--- config.mk ---
export PLATFORM = sky130hd
export DESIGN_NAME = id_ex_pipe
export DESIGN_NICKNAME = d
export VERILOG_FILES = /design/src/rtl/id_ex_pipe.sv
export SDC_FILE = /design/constraint.sdc
export NUM_CORES = 1
export LEC_CHECK = 0
export CORE_MARGIN = 2
export CORE_UTILIZATION = 40
export DETAILED_ROUTE_END_ITERATION = 7
export PLACE_DENSITY_LB_ADDON = 0.3
export SYNTH_ARGS = -nofsm -noshare
export SYNTH_HDL_FRONTEND = slang
export SYNTH_SLANG_ARGS = --single-unit
--- constraint.sdc ---
create_clock -name clk -period 2.76 [get_ports clk]
set_input_delay 0.69 -clock clk [delete_from_list [all_inputs] [get_ports clk]]
set_output_delay 0.69 -clock clk [all_outputs]
set_load 0.01 [all_outputs]
--- src/rtl/id_ex_pipe.sv ---
// ID/EX pipeline register: latches decoded instruction state, inserts load-use bubbles,
// and quarantines exception-raising instructions until the exception unit flushes the pipe.
module id_ex_pipe #(
  parameter int DATA_W = 32,
  parameter int REG_W  = 5,
  parameter int CNT_W  = 16
) (
  input  logic              clk,
  input  logic              reset,
  input  logic              stall,
  input  logic              flush,
  input  logic              id_valid,
  input  logic [DATA_W-1:0] id_pc,
  input  logic [DATA_W-1:0] id_rs_data,
  input  logic [DATA_W-1:0] id_rt_data,
  input  logic [DATA_W-1:0] id_imm,
  input  logic [REG_W-1:0]  id_rs,
  input  logic [REG_W-1:0]  id_rt,
  input  logic [REG_W-1:0]  id_rd,
  input  logic [16:0]       id_ctrl,
  output logic              ex_valid,
  output logic [DATA_W-1:0] ex_pc,
  output logic [DATA_W-1:0] ex_rs_data,
  output logic [DATA_W-1:0] ex_rt_data,
  output logic [DATA_W-1:0] ex_imm,
  output logic [16:0]       ex_ctrl,
  output logic [REG_W-1:0]  ex_dst,
  output logic              ex_exc,
  output logic              hz_stall,
  output logic [CNT_W-1:0]  bubble_cnt,
  output logic              dbg_exc_wait
);

  // Control bit positions within id_ctrl / ex_ctrl
  localparam int C_REGWRITE = 16;
  localparam int C_MEMREAD  = 14;
  localparam int C_MEMWRITE = 13;
  localparam int C_ISLINK   = 8;
  localparam int C_REGDST   = 7;
  localparam int C_EXC_RI   = 3;
  localparam int C_EXC_SYS  = 2;
  localparam int C_COWRITE  = 1;

  localparam logic [16:0] SIDE_FX_MASK = (17'd1 << C_REGWRITE) | (17'd1 << C_MEMREAD) |
                                         (17'd1 << C_MEMWRITE) | (17'd1 << C_COWRITE);

  typedef enum logic [0:0] {RUN = 1'b0, EXC_WAIT = 1'b1} state_e;

  state_e              state_q, state_d;
  logic                ex_valid_q, ex_valid_d;
  logic [DATA_W-1:0]   ex_pc_q, ex_pc_d;
  logic [DATA_W-1:0]   ex_rs_data_q, ex_rs_data_d;
  logic [DATA_W-1:0]   ex_rt_data_q, ex_rt_data_d;
  logic [DATA_W-1:0]   ex_imm_q, ex_imm_d;
  logic [16:0]         ex_ctrl_q, ex_ctrl_d;
  logic [REG_W-1:0]    ex_dst_q, ex_dst_d;
  logic                ex_exc_q, ex_exc_d;
  logic [CNT_W-1:0]    bubble_cnt_q, bubble_cnt_d;
  logic                id_exc;
  logic                hz;

  assign id_exc = id_ctrl[C_EXC_RI] | id_ctrl[C_EXC_SYS];

  // Load-use: the EX load targets a register the ID instruction reads; $0 is never a hazard.
  assign hz = !flush && (state_q == RUN) && id_valid && ex_valid_q && ex_ctrl_q[C_MEMREAD] &&
              (ex_dst_q != '0) && ((ex_dst_q == id_rs) || (ex_dst_q == id_rt));

  always_comb begin
    state_d      = state_q;
    ex_valid_d   = ex_valid_q;
    ex_pc_d      = ex_pc_q;
    ex_rs_data_d = ex_rs_data_q;
    ex_rt_data_d = ex_rt_data_q;
    ex_imm_d     = ex_imm_q;
    ex_ctrl_d    = ex_ctrl_q;
    ex_dst_d     = ex_dst_q;
    ex_exc_d     = ex_exc_q;
    bubble_cnt_d = bubble_cnt_q;

    if (flush) begin
      ex_valid_d = 1'b0;
      ex_ctrl_d  = '0;
      ex_exc_d   = 1'b0;
      ex_dst_d   = '0;
      state_d    = RUN;
    end else if (!stall) begin
      if (hz || (state_q == EXC_WAIT) || !id_valid) begin
        ex_valid_d = 1'b0;
        ex_ctrl_d  = '0;
        ex_exc_d   = 1'b0;
        ex_dst_d   = '0;
        if ((hz || (state_q == EXC_WAIT)) && (bubble_cnt_q != '1))
          bubble_cnt_d = bubble_cnt_q + 1'b1;
      end else begin
        ex_valid_d   = 1'b1;
        ex_pc_d      = id_pc;
        ex_rs_data_d = id_rs_data;
        ex_rt_data_d = id_rt_data;
        ex_imm_d     = id_imm;
        ex_exc_d     = id_exc;
        ex_ctrl_d    = id_exc ? (id_ctrl & ~SIDE_FX_MASK) : id_ctrl;
        if (id_ctrl[C_ISLINK])      ex_dst_d = REG_W'(31);
        else if (id_ctrl[C_REGDST]) ex_dst_d = id_rd;
        else                        ex_dst_d = id_rt;
        if (id_exc) state_d = EXC_WAIT;
      end
    end
  end

  always_ff @(posedge clk or negedge reset) begin
    if (!reset) begin
      state_q      <= RUN;
      ex_valid_q   <= 1'b0;
      ex_pc_q      <= '0;
      ex_rs_data_q <= '0;
      ex_rt_data_q <= '0;
      ex_imm_q     <= '0;
      ex_ctrl_q    <= '0;
      ex_dst_q     <= '0;
      ex_exc_q     <= 1'b0;
      bubble_cnt_q <= '0;
    end else begin
      state_q      <= state_d;
      ex_valid_q   <= ex_valid_d;
      ex_pc_q      <= ex_pc_d;
      ex_rs_data_q <= ex_rs_data_d;
      ex_rt_data_q <= ex_rt_data_d;
      ex_imm_q     <= ex_imm_d;
      ex_ctrl_q    <= ex_ctrl_d;
      ex_dst_q     <= ex_dst_d;
      ex_exc_q     <= ex_exc_d;
      bubble_cnt_q <= bubble_cnt_d;
    end
  end

  assign ex_valid     = ex_valid_q;
  assign ex_pc        = ex_pc_q;
  assign ex_rs_data   = ex_rs_data_q;
  assign ex_rt_data   = ex_rt_data_q;
  assign ex_imm       = ex_imm_q;
  assign ex_ctrl      = ex_ctrl_q;
  assign ex_dst       = ex_dst_q;
  assign ex_exc       = ex_exc_q;
  assign hz_stall     = hz;
  assign bubble_cnt   = bubble_cnt_q;
  assign dbg_exc_wait = (state_q == EXC_WAIT);

endmodule

==> flow_summary.ini <==
[run_status]
status = finished, final reports clean

[synthesis]
synth_edf_count = 0
postSynthCellCount = 444
async_reset_ff_share_pct = 100.0
synth_most_common_cell = dfrtp_1
synthFlopType = dfrtp_1
syn_area_mm2 = 0.006714
yosysTopAreaCell = dfrtp_1
synthTopCellsByArea = dfrtp_1 (63%), mux2_2 (16%), mux2_1 (5.5%), xor2_1 (3.1%), a22o_1 (1.7%)
yosys_warnings = 0
synth_top_area_share_pct = 62.99
syn-num-nets = 610
syn_area_per_cell_um2 = 15.12
synth_common_cells = dfrtp_1 (169), mux2_2 (97), mux2_1 (33)
synth_cell_types = 38
ys_seq_area_share_pct = 62.99
synth-seq-cells = 169

[floorplanning]
die_y_um = 133.6
core_mm2 = 0.01647
dieArea_mm2 = 0.01784
die_w_um = 133.6
num_rows = 47
num_io_pins = 335
start_util_pct = 40.78

[place]
place_area_mm2 = 0.01038
gp_congestion = 0.8254
io_buffers = 334
dp_hpwl_um = 14730

[timing]
tightest_slew_ns = 0.6657
drv_slew = 0
worst_clock_skew_ns = 0.008708
holdWs_ns = 0.2629
min_period_over_period_pct = 95.06
grt_setup_unrepaired = no
final-setup-viol-count = 0
finalHoldViolations = 0
fin_crit_ns = 2.624
timing.fmax_mhz = 381.2
max-slew-margin-rel_pct = 55.62

[clock_network]
clk_latency_ns = 0.42
numCtsBuffers = 17
cts-root-buf = clkbuf_16
h-tree-depth = 4
cts_sinks = 169
cts_buffer_depth = 2
cts.clk_slew.worst_paths_ns = 0.06
holdBufCountCts = 0
cts_tree = yes

[detailed_routing]
vias = 5084
vias_per_cell = 4.950
drt-pass1-iter-count = 4
post_drt_wl_per_cell_um = 19.26
ant_nets = 0
drc = 0
drt_wl_total_um = 19780
dr.first_iter.drc_count = 241

[critical_path]
path_cells = clkdlybuf4s50_1, nor4bb_2, o211a_1, inv_2, nor2_1, clkbuf_2
crit_path_max_incr_delay_ns = 0.48
critPathSlowestCell = clkdlybuf4s50_1
crit_fanout = 2
crit_required_ns = 2.07
cp-end-kind = primary output
crit_type = in2out
start_kind = input port
critPathArrivalTime_ns = 1.93
r2r_slack_ns = 0.26

[global_routing]
antenna_found_initial = 0
grt_pass1_vias = 5636
grt_use_total_pct = 22.49
grt_pass1_wl_um = 30530
grt_overflow_total = 0
grt_max_degree = 66

[power]
ir_drop_mv = 0.4423
p_leak_nw = 4.664
power_density_mw_per_mm2 = 702.5
power_w = 0.007738

[min_path]
hp-class = in2async

[final_layout]
layout-drive-gt1-share_pct = 19.08
syn2layout_area_growth_pct = 64.05
nets = 961
fin_area_mm2 = 0.01101
num_antenna_cells = 0

[flow_run]
cap_violations = 0
[metrics by stage]
| step | util [%] | setup WS, ns | TNS [ns] | std cells |
|---|---|---|---|---|
| finish | 66.89 | 0.1364 | 0 | 1027 |
| global route | 66.89 | 0.03411 | 0 | 1027 |
| CTS | 66.88 | 0.01818 | 0 | 1027 |
| detailed placement | 63.04 | -0.2975 | -21.36 | 995 |
| global placement | 63.04 | -0.2702 | -18.75 | 995 |
| floorplan | - | 0.4587 | 0 | 444 |
[report_power, final]
group | leakage (nW) | total, W | switching (W) | internal, W
clock | 0.306 | 0.00247 | 0.000931 | 0.00154
combinational | 2.28 | 0.00207 | 0.000762 | 0.00131
sequential | 2.08 | 0.00319 | 0.000263 | 0.00293
total | 4.66 | 0.00774 | 0.00196 | 0.00578
[worst max-delay path: cells and delay by family]
| family | cells | cell delay [ns] |
|---|---|---|
| buffers and inverters | 3 | 0.67 |
| AND/OR/NAND/NOR | 2 | 0.36 |
| AO/OA/AOI/OAI | 1 | 0.21 |
[registers in the layout (all words and copies together), names as in the netlist, 5 cells and up]
register / count
bubble_cnt: 16
ex_pc: 32
ex_ctrl: 17
ex_imm: 32
ex_rs_data: 32
ex_rt_data: 32
ex_dst: 5
[kinds of logic after synthesis]
| group | count (synthesis) | synth area share [%] |
|---|---|---|
| AO/OA/AOI/OAI | 38 | 4.640 |
| XOR/XNOR | 24 | 3.131 |
| multiplexers | 130 | 21.80 |
| AND/OR/NAND/NOR | 59 | 4.566 |
| buffers and inverters | 23 | 2.684 |
| flip-flops | 169 | 62.99 |
| adder cells (fa/ha/maj) | 1 | 0.1863 |
[layout make-up]
| class | count | area, um2 |
|---|---|---|
| Clock buffer | 24 | 501.7 |
| Clock inverter | 7 | 113.9 |
| Fill cell | 1201 | 5451 |
| Inverter | 2 | 7.507 |
| Multi-Input combinational cell | 252 | 2330 |
| Sequential cell | 169 | 4229 |
| Tap cell | 220 | 275.3 |
| Timing Repair Buffer | 353 | 3557 |
[final timing paths]
path,from,endpoint,cells past startpoint
worst max-delay path,id_valid,hz_stall,6
worst min-delay path,reset,ex_rs_data[13]$_DFFE_PN0P_,1
worst max register to register,ex_dst[1]$_DFFE_PN0P_,ex_imm[9]$_DFFE_PN0P_,7
worst min register to register,ex_rs_data[13]$_DFFE_PN0P_,ex_rs_data[13]$_DFFE_PN0P_,1
max in group asynchronous,reset,ex_imm[7]$_DFFE_PN0P_,2
min in group clk,ex_rs_data[13]$_DFFE_PN0P_,ex_rs_data[13]$_DFFE_PN0P_,1
[per-layer routing]
metal  wire, um  vias to the layer above  GRT usage (%)  share of wire (%)
met5          0                        -              0                  0
met3       1875                       36          8.866                9.5
met2      10090                      236          39.49                 51
li1           -                     2304              -                  -
met4        578                        0          9.929                2.9
met1       7233                     2508          23.95                 37
[timing repair]
item                                    CTS  global route
setup buffers                             1             0
pin swaps                                 1             1
gates resized for setup                   3             3
endpoints found under the setup margin    1             1
[cells in the final DEF (no fill, tap or decap), drive strengths merged, types with 2 or more instances in the layout]
cell type / count
mux2: 130
xor2: 24
bufinv: 3
nor3: 8
nor2b: 6
nor2: 8
dfrtp: 169
buf: 20
nand2: 13
nand3: 9
o221ai: 2
clkdlybuf4s50: 332
a32o: 4
clkinv: 4
inv: 2
a22o: 13
a211oi: 5
nor4: 5
clkbuf: 25
o21ai: 7
and3: 3
No activity file was read; power rests on OpenSTA's default activity.
